$ cat src/rtl/mux4_rr_arbiter.sv
// mux4_rr_arbiter: round-robin arbiter that drives the 2-bit select of a
// shared 4:1 single-bit multiplexer, plus a one-hot grant and a valid flag.
// Optional feature: define MUX4_ARB_TIMEOUT_EN to limit how long one owner
// may hold the grant (MAX_HOLD consecutive cycles).
// All outputs are registered; reset is asynchronous and active low.
module mux4_rr_arbiter #(
    parameter int MAX_HOLD = 8
) (
    input  logic       clk,
    input  logic       rst_n,
    input  logic [3:0] req,
    output logic [3:0] gnt,
    output logic [1:0] s,
    output logic       valid
);

    typedef enum logic {
        IDLE = 1'b0,
        OWN  = 1'b1
    } state_t;

    state_t     state;
    logic [1:0] own;
    logic [1:0] ptr;

    logic       timeout;
    logic       rel;
    logic [3:0] own_mask;
    logic [3:0] others;
    logic [3:0] cand;
    logic       win_found;
    logic [1:0] win;

`ifdef MUX4_ARB_TIMEOUT_EN
    logic [7:0] hold_cnt;
    localparam logic [7:0] HOLD_LAST = 8'(MAX_HOLD - 1);

    // Timeout fires on the last allowed cycle while the owner still requests
    assign timeout = (state == OWN) && (hold_cnt == HOLD_LAST) && req[own];
`else
    logic unused_max_hold;

    // Without the timeout feature the hold limit plays no part
    assign unused_max_hold = (MAX_HOLD > 0);
    assign timeout         = 1'b0;
`endif

    assign own_mask = 4'b0001 << own;
    assign others   = req & ~own_mask;
    assign rel      = (state == OWN) && (!req[own] || timeout);

    // Candidate set: old owner only competes on timeout when nobody else asks
    always_comb begin
        cand = req;
        if (state == OWN && timeout) begin
            cand = (others != 4'b0000) ? others : req;
        end
    end

    // Pick the first candidate in search order ptr, ptr+1, ptr+2, ptr+3
    always_comb begin
        logic [1:0] idx;
        win_found = 1'b0;
        win       = ptr;
        idx       = ptr;
        for (int k = 3; k >= 0; k--) begin
            idx = ptr + 2'(k);
            if (cand[idx]) begin
                win_found = 1'b1;
                win       = idx;
            end
        end
    end

    // Arbitration state machine with registered grant, select and valid
    always_ff @(posedge clk or negedge rst_n) begin
        if (!rst_n) begin
            state <= IDLE;
            own   <= 2'd0;
            ptr   <= 2'd0;
            gnt   <= 4'b0000;
            s     <= 2'b00;
            valid <= 1'b0;
`ifdef MUX4_ARB_TIMEOUT_EN
            hold_cnt <= 8'd0;
`endif
        end else begin
            if ((state == IDLE) || rel) begin
                if (win_found) begin
                    state <= OWN;
                    own   <= win;
                    ptr   <= win + 2'd1;
                    gnt   <= 4'b0001 << win;
                    s     <= win;
                    valid <= 1'b1;
`ifdef MUX4_ARB_TIMEOUT_EN
                    hold_cnt <= 8'd0;
`endif
                end else begin
                    // No requester: drop the grant, keep the last select
                    state <= IDLE;
                    gnt   <= 4'b0000;
                    valid <= 1'b0;
                end
            end else begin
                // Owner keeps the grant; count consecutive held cycles
`ifdef MUX4_ARB_TIMEOUT_EN
                if (hold_cnt < HOLD_LAST) begin
                    hold_cnt <= hold_cnt + 8'd1;
                end
`endif
                state <= OWN;
            end
        end
    end

endmodule

$ cat config.mk
export PLATFORM = sky130hd
export DESIGN_NAME = mux4_rr_arbiter
export DESIGN_NICKNAME = d
export VERILOG_FILES = /design/src/rtl/mux4_rr_arbiter.sv
export SDC_FILE = /design/constraint.sdc
export NUM_CORES = 1
export LEC_CHECK = 0
export BUFFER_PORTS_ARGS = -buffer_cell sky130_fd_sc_hd__buf_2
export CORE_AREA = 2 2 39 41
export CTS_CLUSTER_SIZE = 25
export DETAILED_ROUTE_END_ITERATION = 10
export DIE_AREA = 0 0 41 43
export PLACE_DENSITY_LB_ADDON = 0.08
export SLEW_MARGIN = 15
export SYNTH_ARGS = -nofsm -noshare
export SYNTH_HDL_FRONTEND = slang
export SYNTH_SLANG_ARGS = --single-unit
$ cat constraint.sdc
create_clock -name clk -period 2.65 [get_ports clk]
set_input_delay 0.53 -clock clk [delete_from_list [all_inputs] [get_ports clk]]
set_output_delay 0.53 -clock clk [all_outputs]
set_load 0.01 [all_outputs]
==> impl_metrics.tcl, run 1 <==
set metrics [dict create \
    initial_core_util_pct 38.1 \
    syn-num-nets 52 \
    crit_path_start_kind "flip-flop" \
    setup_viol 0 \
    drc 0 \
    p_total_mw 0.690 \
    multiInputGateArea_um2 258 \
    cts_resized 0 \
    netlist_area_um2 527 \
    hold_class "in2async" \
    synth-seq-cells 10 \
    cpPeakStageDelay_ps 500 \
    clk_pin_slew_worst_paths_ps 70 \
    synth_cell_type_count 28 \
    vias 407 \
    wirelength_um 963 \
    fin_nets 69 \
    crit_family "multiplexers" \
    gp_congestion 0.678 \
    synth.avg_cell_area_um2 11.5 \
    cts_setup_buffers 0 \
    fmax_ghz 0.598 \
    htree_levels 1 \
    period_needed_ps 1670 \
    die_h_um 43 \
    cap_violations 0 \
    avgViaCountPerCell 5.22 \
    grt_overflow_total 0 \
    hold_viol 0 \
    status "completed" \
    wl_per_cell_um 12.3 \
    slew_viol_final 0 \
    fillCellCount 137 \
    slowest_stage "mux4_2" \
    slew_headroom_pct 62.6 \
    period_share_pct 63.1 \
    cp_max_fo 10 \
    cp.arrival_ps 1810 \
    cp_cell_sequence "mux4_2 -> and2_4 -> nor2_4 -> mux2_1" \
    cp.required_ps 2790 \
    portBuffers 12 \
    seq_area_um2 250 \
    die_w_um 41 \
    cts_tree "built" \
    synth_edf_count 0 \
    antenna_found_initial 0 \
    yosysSeqAreaShare_pct 47.5 \
    worst_skew_pair.late_latency_ps 260 \
    drive_gt1_share_pct 38.7 \
    leakage_nw 0.294 \
    dpl.hpwl_um 744 \
    powerDensity_nw_per_um2 1080 \
    rsz0062_at_grt "false" \
    cts_buffers 3 \
    coreArea_um2 1380 \
    end_kind "flip-flop" \
    dieArea_um2 1760 \
    final_util_pct 46.2 \
    drtIter0Drc 8 \
    grt_max_degree 11 \
    ant_nets 0 \
    grt_pass1_vias 366 \
    area_growth_pct 21.4 \
    crit_type "reg2reg" \
    ios 13 \
    cts_buffer_depth 2 \
    async_flop_share_pct 100 \
    finClkSkew_ps 2.76 \
    clockRootBuffer "clkbuf_4" \
    cts_hold_buf 0 \
    yosys_warnings 0 \
    rows 14 \
    worst_slew_pin_slew_ps 561 \
    synth-main-ff-cell "dfrtp_1" \
    peakVddDrop_mv 0.473 \
    crit_buf_inv 0 \
    setup_tns_ps 0 \
    antennaDiodeCount 0 \
    grt_pass1_wl_um 1530 \
    clock-sinks 10 \
    track_usage_pct 13.4 \
    syn_inst 46 \
    dr.pass1.iters 4 \
]
==> where the power goes <==
group / switching, mW / internal [mW] / total [mW]
Combinational: 0.150 / 0.150 / 0.300
Clock: 0.0505 / 0.0833 / 0.134
Sequential: 0.0459 / 0.210 / 0.255
==> Yosys cell counts, types with 2 or more instances <==
master | number | area share [%]
a21oi_1 | 2 | 1.9
a22o_1 | 2 | 3.3
a32o_1 | 2 | 3.8
dfrtp_1 | 10 | 48
nand2_1 | 2 | 1.4
nand2b_1 | 2 | 2.4
nor2_1 | 3 | 2.1
nor2b_1 | 2 | 2.4
o21ai_0 | 2 | 1.9
==> final timing paths <==
check                         end    from  cells past startpoint  slack [ps]
hold reg to reg            gnt[2]  gnt[2]                      1         500
setup / recovery           own[1]  own[0]                      4         980
max in group asynchronous  own[0]   rst_n                      1        2350
setup reg to reg           own[1]  own[0]                      4         980
hold / removal             gnt[2]   rst_n                      1         110
min in group clk           gnt[2]  gnt[2]                      1         500
==> routing by layer <==
metal	track usage, %	part of all wire (%)
met1	16.4	47
met2	19.4	47
met3	7.85	5.8
met4	4.00	0
met5	0	0
==> metrics by stage <==
stage                     hold slack [ps]  area, µm²  worst slack [ps]  instances
after detailed placement              404        603               721         74
final                                 115        639               978         78
after global routing                  124        639               908         78
after CTS                             117        639               963         78
after global placement                404        603               743         74
after floorplan                       234        527               849         46
==> registers in the layout, summed over array words and instances, names as in the netlist <==
signal and count:
gnt 4, own 2, ptr 2, state 1, valid 1
==> layout make-up <==
class / count / area share [%]
multi-input combinational: 33 / 40.3
sequential: 10 / 39.1
timing repair buffer: 13 / 10.6
clock buffer: 4 / 5.68
tap: 16 / 3.13
inverter: 2 / 1.17
==> cell families after synthesis <==
kind of cell    count (synthesis)  share of synthesized area [%]
buf+inv                         3                           3.56
compound gates                 12                           17.1
xor+xnor                        1                           1.66
mux                             2                           6.41
flops                          10                           47.5
simple gates                   18                           23.8
==> placed cells by master (no fill, tap or decap) <==
master / instances
nor2_1: 3
nand4b_1: 1
a2bb2oi_1: 1
nor4_2: 1
dfrtp_1: 10
and2b_1: 1
nand2_1: 2
nor2_4: 1
o21ai_1: 1
buf_2: 12
xor2_1: 1
o21ai_0: 2
a22o_1: 2
clkbuf_8: 1
mux4_2: 1
nor2b_1: 2
or3_1: 1
clkbuf_4: 3
a32o_1: 2
inv_2: 1
and2_4: 1
o221ai_1: 1
nand3b_1: 1
inv_1: 1
o21ba_1: 1
a21oi_1: 2
nor2b_2: 1
nor3_2: 1
mux2_1: 1
buf_4: 1
nand2b_1: 2
(Power assumes the default switching activity.)
==> run 2, diff against run 1 <==
--- a/config.mk
+++ b/config.mk
@@ -5,11 +5,11 @@
 export SDC_FILE = /design/constraint.sdc
 export NUM_CORES = 1
 export LEC_CHECK = 0
+export ABC_AREA = 1
 export BUFFER_PORTS_ARGS = -buffer_cell sky130_fd_sc_hd__buf_2
-export CORE_AREA = 2 2 39 41
+export CORE_UTILIZATION = 47
 export CTS_CLUSTER_SIZE = 25
 export DETAILED_ROUTE_END_ITERATION = 10
-export DIE_AREA = 0 0 41 43
 export PLACE_DENSITY_LB_ADDON = 0.08
 export SLEW_MARGIN = 15
 export SYNTH_ARGS = -nofsm -noshare
==> constraint.sdc (replaced) <==
create_clock -name clk -period 1.45 [get_ports clk]
set_input_delay 0.29 -clock clk [delete_from_list [all_inputs] [get_ports clk]]
set_output_delay 0.29 -clock clk [all_outputs]
set_load 0.01 [all_outputs]
==> impl_metrics.tcl, run 2 <==
set metrics [dict create \
    status "finished, violations left" \
    violations "negative setup slack" \
    htree_levels 1 \
    die_w_um 39.7 \
    hold_class "in2async" \
    wirelength_um 1500 \
    fillCellCount 113 \
    clockRootBuffer "clkbuf_4" \
    synth-main-ff-cell "dfrtp_1" \
    setup_ws_ps -34.9 \
    ys_top_cells_by_area "dfrtp_1 37%, nand2_1 26%, inv_1 7.3%" \
    layout_common_cells "31 x nand2_1, 22 x nand2_2, 12 x buf_2" \
    portBuffers 12 \
    clk_pin_slew_worst_paths_ps 60 \
    top_regs "gnt (4), own (2), ptr (2)" \
    dpl.hpwl_um 1100 \
    synth_edf_count 0 \
    syn-num-nets 108 \
    clock-sinks 10 \
    ios 13 \
    dpl.cell_count 133 \
    drive_gt1_share_pct 49.6 \
    yosysSeqAreaShare_pct 37.4 \
    drtIter0Drc 9 \
    leakage_nw 0.525 \
    rows 13 \
    track_usage_pct 23.0 \
    initial_core_util_pct 50.8 \
    peakVddDrop_mv 1.50 \
    period_share_pct 102 \
    slew_viol_final 0 \
    crit_path_start_kind "flip-flop" \
    netlist_area_um2 669 \
    setup_viol 6 \
    gp_congestion 0.754 \
    cap_violations 0 \
    dr.pass1.iters 4 \
    dieArea_um2 1580 \
    powerDensity_nw_per_um2 2810 \
    drc 0 \
    synth_most_common_cell "nand2_1" \
    syn_inst 102 \
    slew_headroom_pct 85.0 \
    async_flop_share_pct 100 \
    place_ws_ps -72.4 \
    final_util_pct 70.4 \
    period_needed_ps 1480 \
    yosys_warnings 0 \
    cts_tree "built" \
    antennaDiodeCount 0 \
    synth_cell_type_count 16 \
    rsz0062_at_grt "true" \
    worst_slew_pin_slew_ps 224 \
    grt_max_degree 11 \
    coreArea_um2 1320 \
    synth_commonest_cells "47 x nand2_1, 13 x inv_1, 10 x dfrtp_1" \
    cp.required_ps 1600 \
    finClkSkew_ps 3.65 \
    cts_buffer_depth 2 \
    end_kind "flip-flop" \
    fmax_ghz 0.673 \
    avgViaCountPerCell 4.77 \
    synth.largest_area_cell "dfrtp_1" \
    fin_cells 142 \
    synth.avg_cell_area_um2 6.56 \
    cp_max_fo 7 \
    die_h_um 39.7 \
    cts_buffers 3 \
    vias 677 \
    ant_nets 0 \
    worst_skew_pair.late_latency_ps 260 \
    synth-seq-cells 10 \
    fin_nets 134 \
    grt_overflow_total 0 \
    layout_commonest_cell "nand2_1" \
    cp.arrival_ps 1630 \
    antenna_found_initial 0 \
    top_register "gnt" \
    crit_type "reg2reg" \
    synth_top_area_share_pct 37.4 \
    area_growth_pct 38.5 \
    grt_pass1_wl_um 2350 \
    grt_pass1_vias 604 \
    wl_per_cell_um 10.6 \
    hold_viol 0 \
    largest_reg_flops 4 \
]
## run 2: changes by cell type after synthesis, sizes merged, moves of 2 or more
cell and change:
o21ai +3, nor2 +2, inv +12, a22o -2
nand2b -2, nand3 +9, nand2 +52, a32o -2
nor2b -3
## run 2: path summary, 6_finish.rpt
path	slack (ps)	cells after the start	start	to
setup / recovery	-30	11	ptr[0]	ptr[1]
hold / removal	420	2	rst_n	own[0]
setup reg to reg	-30	11	ptr[0]	ptr[1]
hold reg to reg	480	2	gnt[1]	gnt[1]
max in group asynchronous	820	2	rst_n	ptr[1]
min in group clk	480	2	gnt[1]	gnt[1]
## run 2: layout make-up
| type | instances | area [µm²] | share of cell area [%] |
|---|---|---|---|
| Inverter | 14 | 55.1 | 5.94 |
| Timing Repair Buffer | 22 | 145 | 15.7 |
| Clock buffer | 4 | 36.3 | 3.91 |
| Tap cell | 15 | 18.8 | 2.02 |
| Sequential cell | 10 | 253 | 27.3 |
| Multi-Input combinational cell | 77 | 419 | 45.2 |
## run 2: where the power goes
| part | internal (mW) | switching [mW] | leakage [nW] |
|---|---|---|---|
| registers | 0.411 | 0.125 | 0.117 |
| clock network | 0.152 | 0.0907 | 0.0210 |
| logic | 0.743 | 1.09 | 0.387 |
## run 2: what timing repair did
item | in CTS | in global routing
endpoints found under the setup margin | 9 | 9
hold buffers | 1 | 0
pin swaps | 17 | 10
setup buffers | 3 | 1
endpoints found under the hold margin | 10 | 0
resized for setup | 25 | 5
## run 2: stage by stage
stage	instance area (µm²)	hold slack, ps	power (mW)	TNS [ps]
final	927	425	2.61	-141
after global routing	927	452	2.86	-1040
after CTS	907	408	2.55	-84.5
after detailed placement	774	161	2.02	-315
after global placement	774	156	1.99	-263
after floorplan	669	-5.59	1.65	0
## run 2: metal layers
| layer | part of all wire (%) | global-route usage (%) | vias to the layer above |
|---|---|---|---|
| met5 | 0 | 0 | - |
| met4 | 1.5 | 10.3 | 0 |
| met3 | 1.8 | 1.70 | 5 |
| met2 | 53 | 45.5 | 7 |
| met1 | 44 | 23.8 | 303 |
| li1 | - | - | 362 |
## run 2: cell families (layout without fill, tap and decap cells)
logic type	Yosys count	count (layout)	synth area share, %
buffers and inverters	15	40	9.53
flip-flops	10	10	37.4
AND/OR/NAND/NOR	69	69	46.7
AO/OA/AOI/OAI	8	8	6.35
## run 2: worst max-delay path, stage by stage, from the launching register on
cell and delay, ps:
dfrtp_2 460, buf_6 150, nand2_2 50, nand2_2 60
nand2_2 80, nand2_2 70, nor2_2 120, nand2_2 80
nand2_4 110, nor2_4 50, nand2_2 70, nand3_2 70
